===== config.mk =====
export PLATFORM = sky130hd
export DESIGN_NAME = hazard_scheduler
export DESIGN_NICKNAME = d
export VERILOG_FILES = /design/src/rtl/hazard_scheduler.sv
export SDC_FILE = /design/constraint.sdc
export NUM_CORES = 1
export LEC_CHECK = 0
export BUFFER_PORTS_ARGS = -buffer_cell sky130_fd_sc_hd__buf_2
export CAP_MARGIN = 20
export CORE_UTILIZATION = 48
export DETAILED_ROUTE_END_ITERATION = 8
export PLACE_DENSITY = 0.8
export SLEW_MARGIN = 20
export SYNTH_ARGS = -nofsm -noshare
export SYNTH_HDL_FRONTEND = slang
export SYNTH_SLANG_ARGS = --single-unit

===== constraint.sdc =====
create_clock -name clk -period 2.8 [get_ports clk]
set_clock_uncertainty 0.2 [all_clocks]
set_input_delay 0.56 -clock clk [delete_from_list [all_inputs] [get_ports clk]]
set_output_delay 0.56 -clock clk [all_outputs]
set_load 0.05 [all_outputs]

===== src/rtl/hazard_scheduler.sv =====
// Load-use hazard scoreboard and branch flush sequencer
// for the 5-stage core front end.
module hazard_scheduler #(
    parameter int NUM_REGS     = 32,
    parameter int MAX_PENDING  = 4,
    parameter int FLUSH_CYCLES = 2
) (
    input  logic                               clk,
    input  logic                               reset_n,
    input  logic                               inIdValid,
    input  logic [4:0]                         inIdRs,
    input  logic [4:0]                         inIdRt,
    input  logic                               inIdIsLoad,
    input  logic [4:0]                         inIdDest,
    input  logic                               inLoadRespValid,
    input  logic [4:0]                         inLoadRespDest,
    input  logic                               inBranchTaken,
    output logic                               outStallIf,
    output logic                               outStallId,
    output logic                               outBubbleEx,
    output logic                               outFlushFront,
    output logic [$clog2(MAX_PENDING+1)-1:0]   outPendingCount,
    output logic [NUM_REGS-1:0]                outBusyVector,
    output logic                               outScoreboardErr
);

    localparam int CW  = $clog2(MAX_PENDING + 1);
    localparam int FCW = $clog2(FLUSH_CYCLES + 1);
    localparam logic [CW-1:0]  MAX_CNT    = CW'(MAX_PENDING);
    localparam logic [FCW-1:0] FLUSH_LOAD = FCW'(FLUSH_CYCLES - 1);
    localparam bit             MULTI      = (FLUSH_CYCLES > 1);

    typedef enum logic [0:0] {
        RUN   = 1'b0,
        FLUSH = 1'b1
    } state_t;

    state_t          r_state;
    state_t          w_state_nxt;
    logic [FCW-1:0]  r_fcnt;
    logic [FCW-1:0]  w_fcnt_nxt;
    logic            w_flush;

    logic [NUM_REGS-1:0] r_busy;
    logic [NUM_REGS-1:0] w_busy_nxt;
    logic [CW-1:0]       r_count;
    logic [CW-1:0]       w_count_nxt;
    logic                r_err;

    logic w_haz_rs;
    logic w_haz_rt;
    logic w_haz_cap;
    logic w_haz;
    logic w_issue;
    logic w_resp_ok;
    logic w_resp_bad;

    // Flush FSM state and counter registers
    always_ff @(posedge clk or negedge reset_n) begin
        if (!reset_n) begin
            r_state <= RUN;
            r_fcnt  <= '0;
        end else begin
            r_state <= w_state_nxt;
            r_fcnt  <= w_fcnt_nxt;
        end
    end

    // Flush FSM next state; a branch during FLUSH restarts the window
    always_comb begin
        w_state_nxt = r_state;
        w_fcnt_nxt  = r_fcnt;
        w_flush     = 1'b0;
        unique case (r_state)
            RUN: begin
                w_flush = inBranchTaken;
                if (inBranchTaken && MULTI) begin
                    w_state_nxt = FLUSH;
                    w_fcnt_nxt  = FLUSH_LOAD;
                end
            end
            FLUSH: begin
                w_flush = 1'b1;
                if (inBranchTaken) begin
                    w_fcnt_nxt = FLUSH_LOAD;
                end else if (r_fcnt <= FCW'(1)) begin
                    w_state_nxt = RUN;
                    w_fcnt_nxt  = '0;
                end else begin
                    w_fcnt_nxt = r_fcnt - FCW'(1);
                end
            end
            default: begin
                w_state_nxt = RUN;
                w_fcnt_nxt  = '0;
            end
        endcase
    end

    // Hazard detection against the registered scoreboard
    always_comb begin
        w_haz_rs   = r_busy[inIdRs] && (inIdRs != 5'd0);
        w_haz_rt   = r_busy[inIdRt] && (inIdRt != 5'd0);
        w_haz_cap  = inIdIsLoad && (r_count == MAX_CNT);
        w_haz      = inIdValid && (w_haz_rs || w_haz_rt || w_haz_cap);
        w_issue    = inIdValid && inIdIsLoad && !w_haz && !w_flush;
        w_resp_ok  = inLoadRespValid && (r_count != '0);
        w_resp_bad = inLoadRespValid && (r_count == '0);
    end

    // Scoreboard update; a same-register issue overrides the release
    always_comb begin
        w_busy_nxt  = r_busy;
        w_count_nxt = r_count;
        if (w_resp_ok) begin
            w_busy_nxt[inLoadRespDest] = 1'b0;
        end
        if (w_issue && (inIdDest != 5'd0)) begin
            w_busy_nxt[inIdDest] = 1'b1;
        end
        w_busy_nxt[0] = 1'b0;
        if (w_issue && !w_resp_ok) begin
            w_count_nxt = r_count + CW'(1);
        end else if (!w_issue && w_resp_ok) begin
            w_count_nxt = r_count - CW'(1);
        end
    end

    // Scoreboard and sticky error registers
    always_ff @(posedge clk or negedge reset_n) begin
        if (!reset_n) begin
            r_busy  <= '0;
            r_count <= '0;
            r_err   <= 1'b0;
        end else begin
            r_busy  <= w_busy_nxt;
            r_count <= w_count_nxt;
            if (w_resp_bad) begin
                r_err <= 1'b1;
            end
        end
    end

    // Outputs; combinational terms are forced low while reset is held
    always_comb begin
        outFlushFront    = reset_n && w_flush;
        outStallIf       = reset_n && w_haz && !w_flush;
        outStallId       = reset_n && w_haz && !w_flush;
        outBubbleEx      = reset_n && w_haz && !w_flush;
        outPendingCount  = r_count;
        outBusyVector    = r_busy;
        outScoreboardErr = r_err;
    end

endmodule

---- Word level (Yosys, flattened, before mapping) ----
Index checks and enable logic that the tools add are counted.
cells by class
  order comparisons ....................... 7
  eq/ne operators ......................... 2
  bitwise logic cells ..................... 4
  muxes and demuxes ....................... 21
  reduce and logical (&&, ||, !) cells .... 29
  add/subtract/negate cells ............... 3
operator list
  operator                                                     count
  two-way mux 32 bit                                           2
  AND 32 bit                                                   1
  inverter 32 bit                                              1
  bitwise OR 32 bit                                            1
  less-than comparator 5 x 6 -> 1 bit (second input constant)  4
  logical AND 1 bit                                            17
  nonzero test 5 bit                                           3
  binary-select mux 1 bit (select 5 bit)                       2
  demux 1 bit (select 5 bit)                                   2
  >= comparator 5 x 1 -> 1 bit (second input constant)         2
  two-way mux 1 bit                                            7
  two-way mux 2 bit                                            3
  two-way mux 3 bit                                            2
  logical NOT 1 bit                                            4
  case mux 1 bit (2 select lines)                              2
  case mux 2 bit (2 select lines)                              1
  adder 3 x 1 -> 3 bit (second input constant)                 1
  equality test 3 bit (second input constant)                  1
  logical NOT 3 bit                                            1
  nonzero test 3 bit                                           1
  subtractor 3 x 1 -> 3 bit (second input constant)            1
  <= comparator 2 x 1 -> 1 bit (second input constant)         1
  logical OR 1 bit                                             2
  != test 2 bit (second input constant)                        1
  other kinds (3)                                              3
storage, ports and cells
  input port bits ......................... 26
  logic and storage cells ................. 71
  register bits ........................... 38
  output and inout bits ................... 40

---- Longest topological paths before layout ----
  depth after elaboration ................. 13
  mapped depth ............................ 13
  mapped depth without buffers ............ 11

---- Worst setup path before layout ----
No wires, ideal clock.
  path kind ............................... reg2reg
  start ................................... register r_busy[19] (netlist: outBusyVector[19])
  end ..................................... register r_count[2] (netlist: outPendingCount[2])
  arrival ................................. 3.043 ns
  data required time ...................... 2.518 ns
  clock period less this slack ............ 3.325 ns
  buffers on the path ..................... 1
  setup slack ............................. -0.525 ns
  cell stages (with the launch flop) ...... 13
  setup time .............................. 0.082 ns
  path through ............................ dfrtp_1 -> mux4_2 -> or2_2 -> a31oi_2 -> o2111ai_4 -> buf_6 -> nor3_1 -> ha_1 -> inv_1 -> fa_1 -> xor2_1 -> nor2_1 -> xor2_1
on the way
  longest elaborated chain between the ends .. 12
  elaborated cells on any way between the ends .. 17
  those cells by class .................... mux: 5; reduce/logical: 12
RTL lines
  item                                                              line      text
  start: declaration                                                44        logic [NUM_REGS-1:0] r_busy;
  start signal: assignment                                          136       r_busy <= w_busy_nxt;
  binary-select mux 1 bit (select 5 bit), on equally long branches  102, 103
  two-way mux 1 bit, on equally long branches                       102, 103
  logical AND 1 bit, on equally long branches                       102, 103
  logical OR 1 bit * (2 in series)                                  105       w_haz = inIdValid && (w_haz_rs || w_haz_rt || w_haz_cap);
  logical AND 1 bit *                                               105
  logical NOT 1 bit *                                               106       w_issue = inIdValid && inIdIsLoad && !w_haz && !w_flush;
  logical AND 1 bit * (2 in series)                                 106
  logical NOT 1 bit                                                 124       end else if (!w_issue && w_resp_ok) begin
  logical AND 1 bit                                                 124
  nonzero test 2 bit (no source line)                               --
  end signal: assignment                                            137       r_count <= w_count_nxt;
  end: declaration                                                  46        logic [CW-1:0] r_count;
Mark *: on every way between the ends. The rest lies on a longest branch, timed or not. The select of a mux whose other input is x is not followed.
A chain may end at the register's enable or synchronous reset.

---- Final worst setup path ----
  start ................................... input inIdRs[0]
  end ..................................... output outStallIf
on the way
  longest elaborated chain between the ends .. 8
  elaborated cells on any way between the ends .. 9
  those cells by class .................... mux: 2; reduce/logical: 7
RTL lines
  item                                     line  text
  start: declaration                       11    input logic [4:0] inIdRs,
  binary-select mux 1 bit (select 5 bit)   102   w_haz_rs = r_busy[inIdRs] && (inIdRs != 5'd0);
  two-way mux 1 bit (implied by the code)  102
  logical AND 1 bit *                      102
  logical OR 1 bit * (2 in series)         105
  logical AND 1 bit *                      105
  logical AND 1 bit * (2 in series)        147   outStallIf = reset_n && w_haz && !w_flush;
  end: declaration                         18    output logic outStallIf,
Marks and branches as above.

==> flow_summary.toml <==
[sta]
setup_violations = 5
tns_ns = -1.62
setup_slack_ns = -0.350
rsz0062_at_grt = "true"
post-route-min-period_ns = 3.15
fmax_mhz = 317
worst_pin_slew_ns = 0.637
fin_crit_sh = 1.12
drv_slew = 0
slew_headroom = 0.572
worst_hold_slack_ns = 0.257
hold_viol = 0

[logic_synthesis]
synth-seq-cells = 38
seq_area_frac_synth = 0.375
synth_area_per_cell_sq_um = 10.5
ys_top_cells_by_count = "dfrtp_1 (38), o21ai_0 (32), o41ai_1 (27), nand2_1 (14)"
synth_edf_count = 0
synth_cell_types = 54
yosysMostFrequentCell = "dfrtp_1"
ys_warn_count = 0
synth_fp_nets = 270
ys.flop_type = "dfrtp_1"
synth_cells = 242
synthTopCellsByArea = "dfrtp_1 (37%), o41ai_1 (9.3%), o21ai_0 (6.3%)"
async_flop_share = 1.00
syn_area_sq_um = 2540
synth_top_area_share = 0.375
synth_area_leader_cell = "dfrtp_1"

[global_route]
grt_overflow = 0
grt_antenna_before_repair = 0
grt_pass1_vias = 2520
grt_pass1_wl_um = 12400
grt_max_degree = 32
track_usage = 0.307

[routing]
wl_um = 8260
viasPerCell = 6.32
drc = 0
post_drt_wl_per_cell_um = 19.8
antenna_left = 0
dr.pass1.iters = 4
drt_iter0_drc = 145
num_vias = 2641

[cells_and_area]
area_delta_synth_final_pct = 36.4
n_antenna_cell = 0
nets = 375
final_util = 0.678
final_cells = 418
drive_gt1_frac = 0.471

[critical_path]
crit_type = "in2out"
startpoint_type = "primary input"
crit_path_end_kind = "primary output"
cp_max_fo = 3
arrival_ns = 2.39
crit_required_ns = 2.04

[power]
power_density_nw_per_um2 = 517
vdd_drop_max_v = 0.000675
p_leak_nw = 1.61

[floorplan]
coreArea_sq_um = 5110
dieArea_sq_um = 5580
num_rows = 26
dieHeight_um = 74.7
io_pins = 66
die_width_um = 74.7
start_util = 0.497

[clock_network]
clk_path_buf_depth = 2
cts.sinks = 38
path_clk_slew_ns = 0.07
cts_buffers = 5
cts_tree = "built"
cts-htree-levels = 2
clock_latency_ns = 0.30
ctsRootBufferMaster = "clkbuf_8"

[outcome]
status = "complete, but fails checks"
violations = "negative setup slack"

[placement]
dp_hpwl_um = 6050
dp_cells = 405
io_buffer_count = 64
gp_congestion = 0.929

[flow_run]
cap_violations = 0

[worst_hold_path]
min_path_type = "reg2reg"
logic make-up (layout without fill, tap and decap cells):
family                     Yosys count  count (layout)  share of synthesized area
DFF                                 38              38                      0.375
xor gates and xnor gates             3               3                     0.0104
adders and majority gates            2               2                     0.0128
AOI/OAI and AO/OA                   87              87                      0.252
buffers and inverters               19             125                     0.0572
muxes                               23              23                      0.144
and+or+nand+nor                     69              69                      0.147
other                                1               1                    0.00148
layout by cell type, fill, tap and decap left out, types with 5 or more instances in the layout:
| master | n |
|---|---|
| buf_4 | 39 |
| buf_2 | 59 |
| dfrtp_1 | 31 |
| mux4_2 | 8 |
| buf_6 | 9 |
| o21ai_0 | 32 |
| dfrtp_2 | 7 |
| nand2_1 | 14 |
| mux2i_1 | 7 |
| mux2_2 | 5 |
| nor2_1 | 11 |
| clkbuf_8 | 6 |
| o41ai_1 | 27 |
| nand3_1 | 10 |
| nand3b_1 | 6 |
flip-flops by register name (all words and copies together) (netlist names):
name,cells
outScoreboardErr,1
r_fcnt,2
outPendingCount,3
r_state,1
outBusyVector,31
critical path, stage by stage:
cell	delay, ns
buf_8	0.09
buf_12	0.10
mux4_2	0.49
o211ai_1	0.36
o2111ai_4	0.22
buf_6	0.17
o211a_4	0.25
buf_6	0.16
path summary, 6_finish.rpt:
check	cells after the start	slack [ns]	to	startpoint
max	8	-0.35	outStallIf	inIdRs[0]
min	1	0.26	outScoreboardErr	outScoreboardErr
min in group asynchronous	2	0.46	outPendingCount[2]	reset_n
min reg2reg	1	0.26	outScoreboardErr	outScoreboardErr
max in group asynchronous	3	1.25	outBusyVector[15]	reset_n
max reg2reg	12	-0.31	outPendingCount[2]	outBusyVector[19]
layout make-up:
class	instances	area (sq um)
timing repair buffer	113	785
fill	410	1650
clock inverter	1	5.00
sequential	38	960
inverter	4	15.0
multi-input combinational	185	1520
tap	70	87.6
clock buffer	7	86.3
power by group:
part / internal (W) / total (W) / leakage [nW] / switching [W]
clock network: 0.000199 / 0.000393 / 0.0482 / 0.000194
registers: 0.000606 / 0.000678 / 0.497 / 0.0000722
logic: 0.000255 / 0.000719 / 1.06 / 0.000464
repair_timing:
action	4_1_cts	5_1_grt
setup endpoints to repair	5	5
pin swaps	7	4
endpoints found under the hold margin	8	0
hold buffers	1	0
resized for setup	22	9
buffers inserted	2	2
metal layers:
metal,GRT usage,wire (um),share of wire
met5,0,0,0
met4,0.128,162,0.020
met3,0.0576,698,0.085
met2,0.519,4030,0.49
met1,0.390,3370,0.41
through the flow:
step / area, sq um / power [W] / setup WS (ns)
2_1_floorplan: 2610 / 0.00114 / -0.396
3_3_place_gp: 3210 / 0.00134 / -0.468
3_5_place_dp: 3210 / 0.00135 / -0.577
4_1_cts: 3410 / 0.00177 / -0.272
5_1_grt: 3460 / 0.00186 / -0.393
6_report: 3460 / 0.00179 / -0.350
Note: power is estimated with default switching activity, not from simulation.
